`src/rtl/vid_scan_gen.sv`:
```
// Raster timing generator and RGB555 pixel pacer for the DVI/TMDS output stage.
// Pulls pixels over valid/ready during active video and emits registered colour/blanking.
module vid_scan_gen #(
   parameter int unsigned H_ACTIVE = 640,
   parameter int unsigned H_BLANK  = 160,
   parameter int unsigned V_ACTIVE = 480,
   parameter int unsigned V_BLANK  = 45,
   parameter logic [14:0] UF_COLOR = 15'h7C1F
) (
   input  logic        VID_CLK,
   input  logic        VID_RST_N,
   input  logic        EN,
   input  logic [14:0] PIX_DATA,
   input  logic        PIX_VALID,
   output logic        PIX_READY,
   output logic        FRAME_START,
   output logic        LINE_START,
   input  logic        UF_CLR,
   output logic        UNDERFLOW,
   output logic [4:0]  VID_R,
   output logic [4:0]  VID_G,
   output logic [4:0]  VID_B,
   output logic        VID_HS,
   output logic        VID_VS
);

   localparam int unsigned H_TOTAL = H_ACTIVE + H_BLANK;
   localparam int unsigned V_TOTAL = V_ACTIVE + V_BLANK;
   localparam int unsigned HW      = $clog2(H_TOTAL);
   localparam int unsigned VW      = $clog2(V_TOTAL);
   localparam int unsigned PW      = 15;

   logic [HW-1:0] hc, hc_nxt;
   logic [VW-1:0] vc, vc_nxt;
   logic [PW-1:0] rgb_q, rgb_nxt;
   logic          hs_q, hs_nxt;
   logic          vs_q, vs_nxt;
   logic          uf_q, uf_nxt;

   logic h_act, v_act, act, h_last, v_last, xfer, starve;

   // Raster position decode
   always_comb begin
      h_act  = hc < HW'(H_ACTIVE);
      v_act  = vc < VW'(V_ACTIVE);
      h_last = hc == HW'(H_TOTAL - 1);
      v_last = vc == VW'(V_TOTAL - 1);
      act    = EN & h_act & v_act;
      xfer   = act & PIX_VALID;
      starve = act & ~PIX_VALID;
   end

   // Handshake and sync pulses are combinational; forced low while reset is held
   always_comb begin
      PIX_READY   = VID_RST_N & act;
      FRAME_START = VID_RST_N & EN & (hc == '0) & (vc == '0);
      LINE_START  = VID_RST_N & EN & (hc == '0) & v_act;
   end

   // Next-state: counters and the one-stage output pipeline
   always_comb begin
      hc_nxt  = '0;
      vc_nxt  = vc;
      rgb_nxt = '0;
      hs_nxt  = 1'b1;
      vs_nxt  = 1'b1;
      uf_nxt  = uf_q;

      if (!EN) begin
         vc_nxt = '0;
      end else if (h_last) begin
         vc_nxt = v_last ? '0 : vc + VW'(1);
      end else begin
         hc_nxt = hc + HW'(1);
      end

      if (xfer) begin
         rgb_nxt = PIX_DATA;
      end else if (starve) begin
         rgb_nxt = UF_COLOR;
      end

      hs_nxt = ~EN | ~h_act;
      vs_nxt = ~EN | ~v_act;

      // A starved pixel outranks a simultaneous clear
      if (starve) begin
         uf_nxt = 1'b1;
      end else if (UF_CLR) begin
         uf_nxt = 1'b0;
      end
   end

   always_ff @(posedge VID_CLK) begin
      if (!VID_RST_N) begin
         hc    <= '0;
         vc    <= '0;
         rgb_q <= '0;
         hs_q  <= 1'b1;
         vs_q  <= 1'b1;
         uf_q  <= 1'b0;
      end else begin
         hc    <= hc_nxt;
         vc    <= vc_nxt;
         rgb_q <= rgb_nxt;
         hs_q  <= hs_nxt;
         vs_q  <= vs_nxt;
         uf_q  <= uf_nxt;
      end
   end

   always_comb begin
      VID_R     = rgb_q[14:10];
      VID_G     = rgb_q[9:5];
      VID_B     = rgb_q[4:0];
      VID_HS    = hs_q;
      VID_VS    = vs_q;
      UNDERFLOW = uf_q;
   end

endmodule

```
`config.mk`:
```
export PLATFORM = sky130hd
export DESIGN_NAME = vid_scan_gen
export DESIGN_NICKNAME = d
export VERILOG_FILES = /design/src/rtl/vid_scan_gen.sv
export SDC_FILE = /design/constraint.sdc
export NUM_CORES = 1
export LEC_CHECK = 0
export ABC_AREA = 0
export BUFFER_PORTS_ARGS = -buffer_cell sky130_fd_sc_hd__buf_2
export CAP_MARGIN = 10
export CORE_AREA = 2 2 62 64
export CTS_CLUSTER_SIZE = 30
export DETAILED_ROUTE_END_ITERATION = 7
export DIE_AREA = 0 0 64 66
export PLACE_DENSITY_LB_ADDON = 0.05
export SETUP_SLACK_MARGIN = 0.1
export SLEW_MARGIN = 20
export SYNTH_ARGS = -nofsm -noshare
export SYNTH_HDL_FRONTEND = slang
export SYNTH_SLANG_ARGS = --single-unit
```
`constraint.sdc`:
```
create_clock -name VID_CLK -period 1.79 [get_ports VID_CLK]
set_input_delay 0.2685 -clock VID_CLK [delete_from_list [all_inputs] [get_ports VID_CLK]]
set_output_delay 0.2685 -clock VID_CLK [all_outputs]
set_load 0.02 [all_outputs]
```
==> flow_metrics.tcl <==
set metrics [dict create \
    status "finished, violations left" \
    violations "setup timing" \
    ys_ff_latch 38 \
    drc 0 \
    boundaryPins 41 \
    dp_hpwl_um 2573 \
    hold_slack_ps 155.2 \
    skew_ps 3.655 \
    intPower_uw 1062 \
    port_buffers 40 \
    syn2layout_area_growth_pct 31.31 \
    arrival_ps 1780 \
    cts-root-buf "clkbuf_4" \
    drive_gt1_share_pct 35.02 \
    cp-start-kind "register" \
    dr.pass1.iters 4 \
    diodes 0 \
    holdPathStages 3 \
    final_cell_mix "buf_2, dfxtp_1, nor2_1, buf_4, inv_1" \
    ff2ff_path_depth 5 \
    holdPathEnd "rgb_q[1]$_SDFF_PN0_" \
    die_h_um 66 \
    switchingPower_uw 346.1 \
    die_w_um 64 \
    hold_viol 0 \
    h-tree-depth 2 \
    rr_endpoint "vc[7]$_SDFFE_PN0N_" \
    worstSetupPathType "register to output pin" \
    grt_pass1_wl_um 5485 \
    grt_max_degree 17 \
    drt-wirelength-per-cell_um 12.07 \
    grt_use_total_pct 16.98 \
    multiInputGateArea_sq_um 768.2 \
    synthDistinctLibCells 32 \
    register_area_sq_um 765.7 \
    total_leakage_power_uw 0.0009098 \
    pwr_density_cell_mw_per_mm2 675.8 \
    syn_area_per_cell_sq_um 9.066 \
    r2r_start "hc[7]$_SDFF_PP0_" \
    place_area_sq_mm 0.001937 \
    num-fill-cells 322 \
    ant_nets 0 \
    worst_slack_ps -256.5 \
    yosysSeqAreaShare_pct 47.95 \
    worstPathRequired_ps 1520 \
    via_per_inst 4.881 \
    nNetsFinal 261 \
    seq_power_share_pct 61.8 \
    synth_area_leader_cell "dfxtp_1" \
    fin_area_sq_mm 0.002083 \
    comb_power_share_pct 9.5 \
    worstHoldStart "PIX_DATA[1]" \
    core-area_sq_mm 0.003551 \
    synth.net_count 199 \
    synth_top_cells_by_area "dfxtp_1, xnor2_1, nor2_1" \
    maxCapViolCount 0 \
    synthCells 175 \
    grt_setup_unrepaired "true" \
    cts.clk_slew.worst_paths_ps 110 \
    grt-ovfl-total 0 \
    final_common_cell "buf_2" \
    start_util_pct 44.68 \
    ir_worst_vdd_mv 0.4963 \
    max_freq_ghz 0.4886 \
    num_rows 22 \
    synth_compound_area_share_pct 6.073 \
    synth_area_sq_mm 0.001587 \
    grt_pass1_vias 1258 \
    cts_tree "yes" \
    yosys.area_share.simple_pct 26.81 \
    vias 1391 \
    synth_top_cell_area_share_pct 47.95 \
    insertion_delay_ps 330 \
    synth_top_family_by_area "simple AND/OR/NAND/NOR gates" \
    numCtsBuffers 5 \
    synth_fa_ha_area_share_pct 3.155 \
    setup_viol 3 \
    worst_pin_slew_ps 389.2 \
    yosysWarningCount 0 \
    power_frac_clock_pct 28.8 \
    hp-class "input port to register" \
    r2r_setup_slack_ps 100 \
    numClockSinks 38 \
    routed_wl_um 3440 \
    holdBufCountCts 0 \
    cp_max_fo 2 \
    power.share.switching_pct 24.59 \
    gp_congestion 0.8458 \
    clockBufferDepth 2 \
    drtIter0Drc 65 \
    slew_headroom_pct 73.81 \
    final.period_utilization_pct 114.3 \
    endpoint_kind "output pin" \
    synth-xor-area-share_pct 7.729 \
    die-area_sq_mm 0.004224 \
    synthMuxAreaShare_pct 1.893 \
    antenna_found_initial 0 \
    slew_viol_final 0 \
    period_needed_ps 2046 \
]
power by group through the flow:
| stage | combinational, uW | sequential, uW | clock (uW) |
|---|---|---|---|
| 3_3_place_gp | 125 | 890 | 0 |
| 6_report | 133 | 869 | 405 |
| 5_1_grt | 147 | 872 | 453 |
| 2_1_floorplan | 44.1 | 916 | 0 |
| 4_1_cts | 135 | 871 | 429 |
| 3_5_place_dp | 128 | 891 | 0 |
per-stage QoR:
stage / util (%) / cells / setup TNS [ps] / power (uW) / setup WS [ps]
final: 58.67 / 285 / -646.6 / 1408 / -256.5
after global routing: 58.67 / 285 / -1059 / 1471 / -377.6
after CTS: 56.91 / 279 / -715.3 / 1435 / -275.2
after detailed placement: 54.55 / 271 / -29.22 / 1019 / -29.22
after global placement: 54.55 / 271 / 0 / 1015 / 15.52
after floorplan: - / 175 / 0 / 960.4 / 63.57
Yosys cell counts (all sizes together):
cell type  count
nor4           6
a21oi         11
and2           1
nor3           7
mux2i          3
nand2b         1
nand4b         2
a21boi         1
buf            2
nor2          22
ha             4
and4           2
xnor2         11
nor2b          1
o21ai          3
or4            1
a211oi         1
or3            2
nand2         10
and3           7
nand3          9
clkbuf         4
inv           17
xor2           3
dfxtp         38
nand4          6
layout make-up:
cell class | instances | area share (%)
multi-input combinational | 114 | 36.88
sequential | 38 | 36.76
timing repair buffer | 61 | 18.14
inverter | 17 | 3.063
tap | 48 | 2.883
clock buffer | 5 | 1.802
clock inverter | 2 | 0.4805
state kept, by name, indices dropped and copies added (netlist names):
name,count
rgb_q,15
UNDERFLOW,1
vc,10
VID_HS,1
hc,10
VID_VS,1
kinds of logic (layout without fill, tap and decap cells):
group           Yosys count  count (layout)
simple gates             77              77
flops                    38              38
buf+inv                  23              85
compound gates           16              16
xor+xnor                 14              14
fa+ha+maj                 4               4
mux                       3               3
worst max-delay path: stages, from the launching register on:
cell and delay, ps:
dfxtp_1 320, or4_1 500, nor2_1 100, nand4b_1 110
buf_6 150, nor3_4 120, buf_6 140
what timing repair did:
item,4_1_cts,5_1_grt
gates resized for setup,7,5
buffers inserted,1,6
pin swaps,2,6
setup endpoints to repair,6,21
worst max path at each step:
stage            endpoint  cells past startpoint        startpoint
2_1_floorplan  LINE_START                      5  hc[8]$_SDFF_PP0_
6_report       LINE_START                      6  hc[4]$_SDFF_PP0_
4_1_cts        LINE_START                      6  hc[4]$_SDFF_PP0_
3_3_place_gp   LINE_START                      5  hc[4]$_SDFF_PP0_
5_1_grt        LINE_START                      6  hc[4]$_SDFF_PP0_
3_5_place_dp   LINE_START                      5  hc[4]$_SDFF_PP0_
layer usage:
metal | part of all wire [%] | global-route usage [%] | vias up
li1 | - | - | 713
met2 | 52 | 29.04 | 17
met4 | 1.2 | 9.783 | 0
met3 | 2.5 | 3.578 | 4
met1 | 44 | 19.62 | 657
met5 | 0 | 0 | -
No activity file was read; power rests on OpenSTA's default activity.
